--- src/rtl/arith_pkg.sv ---
// Shared definitions for the serial arithmetic family (adder/subtractor).
// State encoding and counter-width helper.
package arith_pkg;

  localparam logic [1:0] S_IDLE = 2'd0;
  localparam logic [1:0] S_RUN  = 2'd1;
  localparam logic [1:0] S_DONE = 2'd2;

  typedef enum logic [1:0] {
    IDLE = S_IDLE,
    RUN  = S_RUN,
    DONE = S_DONE
  } state_t;

  // Bits needed to count 0..n inclusive.
  function automatic int cnt_w(input int n);
    return $clog2(n + 1);
  endfunction

endpackage

--- src/rtl/fs1bit.sv ---
// Combinational 1-bit full subtractor: a - b - bin -> d with borrow-out.
module fs1bit (
  input  logic a,
  input  logic b,
  input  logic bin,
  output logic d,
  output logic bout
);

  assign d    = a ^ b ^ bin;
  assign bout = (~a & b) | (~(a ^ b) & bin);

endmodule

--- src/rtl/sub_serial_nbit.sv ---
// Bit-serial N-bit subtractor, LSB first, one bit per clock through a single
// full-subtractor cell. start/busy/done handshake; results held until next completion.
module sub_serial_nbit
  import arith_pkg::*;
#(
  parameter int N     = 32,
  parameter int CNT_W = cnt_w(N)
) (
  input  logic         clk,
  input  logic         rst,
  input  logic         start,
  input  logic [N-1:0] a,
  input  logic [N-1:0] b,
  input  logic         bin,
  output logic         busy,
  output logic         done,
  output logic [N-1:0] diff,
  output logic         bout
);

  state_t             state;
  logic [N-1:0]       sa, sb, res;
  logic               br;
  logic [CNT_W-1:0]   cnt;
  logic               d_bit, br_nxt;
  logic [N-1:0]       res_nxt;

  fs1bit u_fs (
    .a    (sa[0]),
    .b    (sb[0]),
    .bin  (br),
    .d    (d_bit),
    .bout (br_nxt)
  );

  // Result fills from the MSB so after N shifts bit 0 lands in res[0].
  assign res_nxt = {d_bit, res[N-1:1]};

  always_ff @(posedge clk) begin
    if (!rst) begin
      state <= IDLE;
      busy  <= 1'b0;
      done  <= 1'b0;
      diff  <= '0;
      bout  <= 1'b0;
      cnt   <= '0;
      sa    <= '0;
      sb    <= '0;
      res   <= '0;
      br    <= 1'b0;
    end else begin
      case (state)
        IDLE, DONE: begin
          done <= 1'b0;
          if (start) begin
            sa    <= a;
            sb    <= b;
            br    <= bin;
            res   <= '0;
            cnt   <= '0;
            busy  <= 1'b1;
            state <= RUN;
          end else begin
            state <= IDLE;
          end
        end
        RUN: begin
          res <= res_nxt;
          sa  <= sa >> 1;
          sb  <= sb >> 1;
          br  <= br_nxt;
          cnt <= cnt + 1'b1;
          if (cnt == CNT_W'(N - 1)) begin
            diff  <= res_nxt;
            bout  <= br_nxt;
            done  <= 1'b1;
            busy  <= 1'b0;
            state <= DONE;
          end
        end
        default: begin
          busy  <= 1'b0;
          done  <= 1'b0;
          state <= IDLE;
        end
      endcase
    end
  end

endmodule

--- config.mk ---
export PLATFORM = sky130hd
export DESIGN_NAME = sub_serial_nbit
export DESIGN_NICKNAME = d
export VERILOG_FILES = /design/src/rtl/arith_pkg.sv /design/src/rtl/fs1bit.sv /design/src/rtl/sub_serial_nbit.sv
export SDC_FILE = /design/constraint.sdc
export NUM_CORES = 1
export LEC_CHECK = 0
export CORE_AREA = 2 2 127 129
export DETAILED_ROUTE_END_ITERATION = 12
export DIE_AREA = 0 0 129 131
export GPL_TIMING_DRIVEN = 0
export PLACE_DENSITY = 0.62
export SYNTH_ARGS = -nofsm -noshare
export SYNTH_HDL_FRONTEND = slang
export SYNTH_SLANG_ARGS = --single-unit
export TNS_END_PERCENT = 1
--- constraint.sdc ---
create_clock -name clk -period 1.8 [get_ports clk]
set_clock_uncertainty 0.2 [all_clocks]
set_input_delay 0.27 -clock clk [delete_from_list [all_inputs] [get_ports clk]]
set_output_delay 0.27 -clock clk [all_outputs]
set_load 0.03 [all_outputs]
==> results of run 1 <==
metal layers:
metal	up-vias	GRT usage	wire length [microns]	share of wire
met3	19	0.0489	871	0.066
li1	2290	-	-	-
met1	2245	0.210	6120	0.46
met4	0	0.0614	176	0.013
met2	137	0.261	6120	0.46
met5	-	0	0	0
cell usage after synthesis (2+ instances only):
| cell type | instances |
|---|---|
| and2b_1 | 2 |
| mux2i_1 | 33 |
| clkbuf_1 | 25 |
| buf_1 | 8 |
| nand3_1 | 69 |
| nand3b_1 | 2 |
| inv_1 | 3 |
| a21oi_1 | 68 |
| nand2_1 | 70 |
| buf_2 | 18 |
| a22o_1 | 32 |
| nand2b_1 | 4 |
| dfxtp_1 | 139 |
| a22oi_1 | 62 |
| buf_6 | 4 |
path summary, 6_finish.rpt:
check	end	slack, ns	cells after the start
worst max-delay path	diff[19]	0.06	6
worst min-delay path	bout	0.04	3
worst max register to register	diff[19]	0.06	6
worst min register to register	diff[7]	0.25	2
where the power goes:
group | switching (mW) | internal [mW] | leakage [nW]
logic | 0.448 | 0.336 | 1.25
clock network | 1.29 | 2.10 | 0.285
registers | 0.0750 | 3.21 | 1.13
state kept, by name, indices dropped and copies added, names as in the netlist:
| name | cells |
|---|---|
| diff | 32 |
| sa | 32 |
| sb | 32 |
| res | 31 |
| cnt | 6 |
| state | 2 |
| bout | 1 |
| br | 1 |
| busy | 1 |
| done | 1 |
per-stage QoR:
| stage | power [mW] | setup WS (ns) | setup TNS, ns |
|---|---|---|---|
| final | 7.46 | 0.0621 | 0 |
| after global routing | 7.77 | -0.0614 | -0.269 |
| after CTS | 7.52 | 0.0122 | 0 |
| after detailed placement | 4.12 | -0.260 | -21.61 |
| after global placement | 4.09 | -0.246 | -18.51 |
| after floorplan | 3.79 | 0.0915 | 0 |
layout make-up:
cell class / instances / area share
Sequential cell: 139 / 0.386
Multi-Input combinational cell: 362 / 0.318
Timing Repair Buffer: 103 / 0.136
Clock buffer: 20 / 0.0632
Buffer: 55 / 0.0402
Tap cell: 216 / 0.0374
Clock inverter: 12 / 0.0170
Inverter: 4 / 0.00208
layout by cell type (no fill, tap or decap), drive strengths merged, types with 2 or more instances in the layout:
master         count
inv                4
clkinvlp           2
clkbuf            46
dfxtp            139
mux2i             33
clkinv             8
bufinv             2
nand2b             5
buf               31
a22o              32
nor3               2
a22oi             62
nand3b             2
nand3             69
nand2             70
and2b              2
dlygate4sd2       35
clkdlybuf4s50     66
a21oi             68
critical path: cells and delay by family (launching register included):
family	cells	cell delay, ns
flip-flops	1	0.35
AND/OR/NAND/NOR	2	0.38
buffers and inverters	2	0.32
multiplexers	1	0.21
adder cells (fa/ha/maj)	1	0.20
kinds of logic (layout without fill, tap and decap cells):
| group | Yosys count | in the layout | synth area share |
|---|---|---|---|
| AOI/OAI and AO/OA | 171 | 171 | 0.218 |
| and+or+nand+nor | 156 | 156 | 0.139 |
| DFF | 139 | 139 | 0.523 |
| buffers and inverters | 59 | 194 | 0.0515 |
| muxes | 33 | 33 | 0.0621 |
| adders and majority gates | 2 | 2 | 0.00611 |
repair_timing:
action,in CTS,in global routing
gates cloned,0,0
pin swaps,1,1
endpoints found under the setup margin,66,126
setup buffers,2,0
resized for setup,38,29
==> impl_metrics.tcl, run 1 <==
set metrics [dict create \
    ys_ff_latch 139 \
    grt_antenna_before_repair 1 \
    grt_max_degree 17 \
    p_leak_nw 2.67 \
    syn_nets 630 \
    fmax_mhz 575 \
    outcome "finished, final reports clean" \
    fillCellCount 1491 \
    stdcell_count 911 \
    syn-cell-area_sq_mm 0.00532 \
    start_util 0.341 \
    hp-start "rst" \
    yosysTopAreaCell "dfxtp_1" \
    dpl.cell_count 877 \
    clockBufferDepth 2 \
    crit_required_ns 1.94 \
    period_share 0.966 \
    path_max_fanout 10 \
    numCtsBuffers 17 \
    clk_latency_ns 0.41 \
    multi_input_area_sq_mm 0.00230 \
    drv_cap 0 \
    ys_warn_count 0 \
    slowest_delay_ns 0.35 \
    antenna_cells 0 \
    ir_drop_mv 0.663 \
    drc 0 \
    grt_pass1_wl_microns 22000 \
    die_x_microns 129 \
    dieHeight_microns 131 \
    worst_ep_arrival_time_ns 1.87 \
    yosys-top-cells-area "dfxtp_1 52%, a22oi_1 8.7%, nand3_1 6.5%" \
    dp_hpwl_microns 9400 \
    rows 46 \
    synth-main-ff-cell "dfxtp_1" \
    drt_iter0_drc 284 \
    place_area_sq_mm 0.00660 \
    p_per_area_mw_per_mm2 1030 \
    grt_usage 0.164 \
    synth_top_area_share 0.523 \
    gp_congestion 0.797 \
    tightest_slew_ns 0.508 \
    worstSetupStartpointType "register" \
    syn_avg_cell_area_sq_um 9.50 \
    hold_violations 0 \
    first_global_vias 4550 \
    critical_path.startpoint "cnt[0]" \
    nNetsFinal 752 \
    wire_per_inst_microns 14.6 \
    htree_levels 4 \
    syn_inst 560 \
    drtPass1Iterations 7 \
    r2r-start "cnt[0]" \
    synth_edf_count 0 \
    min_path_type "input pin to register" \
    grt_remaining_overflow 0 \
    synthArstFlopShare 0 \
    syn_to_final_growth_pct 35.8 \
    synth_cell_types 36 \
    cts_tree "yes" \
    core-area_sq_mm 0.0156 \
    drive_gt1_frac 0.108 \
    slew_headroom 0.661 \
    regArea_sq_mm 0.00279 \
    path_clk_slew_ns 0.06 \
    totalWireLength_microns 13300 \
    rsz0062_at_grt "true" \
    crit_type "register to register" \
    finalSetupViolCount 0 \
    design_area_sq_mm 0.00722 \
    crit_path_end_kind "register" \
    dieArea_sq_mm 0.0169 \
    slew_viol_final 0 \
    ios 103 \
    cts_num_sinks 139 \
    cts-root-buf "clkbuf_16" \
    hold-worst-slack_ns 0.0354 \
    num_vias 4691 \
    cts_hold_buf 0 \
    viasPerCell 5.15 \
    slowest_stage "dfxtp_2" \
    seq_area_frac_synth 0.523 \
    post-route-util 0.463 \
    antenna_left 0 \
    post-route-min-period_ns 1.74 \
    io_buffers 101 \
    path_cells "ha_2 > nand3_2 > nor4_4 > buf_6 > buf_8 > mux2i_2" \
]
No activity file was read; power rests on OpenSTA's default activity.
==> inputs of run 2 (changes only) <==
- PLACE_DENSITY: 0.62 -> 0.66
==> impl_metrics.tcl, run 2 (synthesis results as in run 1) <==
set metrics [dict create \
    worst_ep_arrival_time_ns 1.91 \
    dp_hpwl_microns 9450 \
    slew_headroom 0.668 \
    slew_viol_final 0 \
    critical_path.startpoint "state[0]" \
    place_ws_ns -0.260 \
    worstSetupStartpointType "register" \
    min_path_type "input pin to register" \
    p_leak_nw 2.65 \
    fmax_mhz 566 \
    grt_usage 0.161 \
    gp_congestion 0.778 \
    io_buffers 101 \
    hold-worst-slack_ns 0.0409 \
    reg.largest.list "diff: 32 flops, sa: 32 flops, sb: 32 flops" \
    cts_tree "yes" \
    first_global_vias 4498 \
    core-area_sq_mm 0.0156 \
    wire_per_inst_microns 14.8 \
    finalSetupViolCount 0 \
    r2r_end "sa[22]" \
    regArea_sq_mm 0.00278 \
    cts_num_sinks 139 \
    fillCellCount 1486 \
    clk_latency_ns 0.42 \
    crit_path_end_kind "register" \
    ios 103 \
    syn_to_final_growth_pct 34.8 \
    nNetsFinal 752 \
    rsz0062_at_grt "true" \
    p_per_area_mw_per_mm2 1020 \
    antenna_cells 0 \
    grtUsageMet3 0.0562 \
    grt_use_met2 0.259 \
    design_area_sq_mm 0.00717 \
    hold_violations 0 \
    grt_antenna_before_repair 0 \
    drc 0 \
    mostFrequentLayoutCell "dfxtp_1" \
    start_util 0.341 \
    viasPerCell 5.17 \
    outcome "finished, final reports clean" \
    grt_max_degree 17 \
    dieArea_sq_mm 0.0169 \
    drt_iter0_drc 308 \
    grt.busiest_layer "met2" \
    path_clk_slew_ns 0.05 \
    rows 46 \
    clockBufferDepth 2 \
    holdPathStages 3 \
    cts-root-buf "clkbuf_16" \
    period_share 0.981 \
    die_x_microns 129 \
    reg2reg_slack_ns 0.03 \
    tightest_slew_ns 0.499 \
    numCtsBuffers 17 \
    path_max_fanout 10 \
    grt_remaining_overflow 0 \
    ir_drop_mv 0.756 \
    final_cell_mix "138 x dfxtp_1, 70 x nand2_1, 68 x nand3_1, 68 x a21oi_1, 66 x clkdlybuf4s50_1" \
    crit_type "register to register" \
    worstRegToRegCells 5 \
    drtPass1Iterations 5 \
    post-route-min-period_ns 1.77 \
    multi_input_area_sq_mm 0.00227 \
    totalWireLength_microns 13400 \
    num_vias 4697 \
    endpoint "sa[22]" \
    r2r-start "state[0]" \
    grt_pass1_wl_microns 21500 \
    htree_levels 4 \
    drv_cap 0 \
    dieHeight_microns 131 \
    met1_usage 0.200 \
    drive_gt1_frac 0.0896 \
    crit_required_ns 1.94 \
    place_area_sq_mm 0.00660 \
    antenna_left 0 \
    fin_ws_ns 0.0344 \
]
## run 2: cell count changes in the layout (fill, tap and decap cells not counted), moves of 3 or more
cell | before | now
clkinv_2 | 6 | 0
a22oi_1 | 59 | 62
a22oi_2 | 3 | 0
clkbuf_1 | 19 | 23
clkbuf_8 | 2 | 9
## run 2: timing repair
item / 4_1_cts / 5_1_grt
hold buffers: 0 / 0
resized for setup: 41 / 13
pin swaps: 1 / 1
setup buffers: 2 / 0
endpoints found under the setup margin: 77 / 120
## run 2: worst min-delay path by stage
stage | endpoint | start | slack, ns
6_report | bout | rst | 0.04
5_1_grt | bout | rst | 0.05
4_1_cts | bout | rst | 0.03
3_5_place_dp | diff[19] | diff[19] | 0.25
3_3_place_gp | diff[16] | diff[16] | 0.24
2_1_floorplan | sa[31] | a[31] | 0.21
## run 2: metal layers
layer / part of all wire / routed length [microns]
met1: 0.45 / 6010
met2: 0.47 / 6310
met3: 0.067 / 903
met4: 0.015 / 197
met5: 0 / 0
## run 2: power breakdown
group          internal (mW)  switching (mW)
sequential              3.21          0.0756
clock                   2.07            1.19
combinational          0.332           0.442
total                   5.61            1.71
## run 2: per-stage QoR
step | instances | setup TNS [ns] | total power, mW | utilization
finish | 908 | 0 | 7.32 | 0.460
global route | 908 | -2.64 | 7.61 | 0.460
CTS | 908 | -0.00226 | 7.37 | 0.458
detailed placement | 877 | -20.98 | 4.11 | 0.423
global placement | 877 | -18.65 | 4.08 | 0.423
floorplan | 560 | 0 | 3.79 | -
## run 2: layout make-up
| type | instances | share of cell area |
|---|---|---|
| Buffer | 55 | 0.0393 |
| Multi-Input combinational cell | 362 | 0.317 |
| Tap cell | 216 | 0.0377 |
| Timing Repair Buffer | 103 | 0.138 |
| Clock buffer | 29 | 0.0782 |
| Sequential cell | 139 | 0.388 |
| Inverter | 4 | 0.00209 |
## run 2: worst max-delay path: stages (launching register included)
cell	delay, ns
dfxtp_1	0.42
nand2b_1	0.13
buf_2	0.23
clkbuf_1	0.40
nand3_1	0.13
a21oi_1	0.18
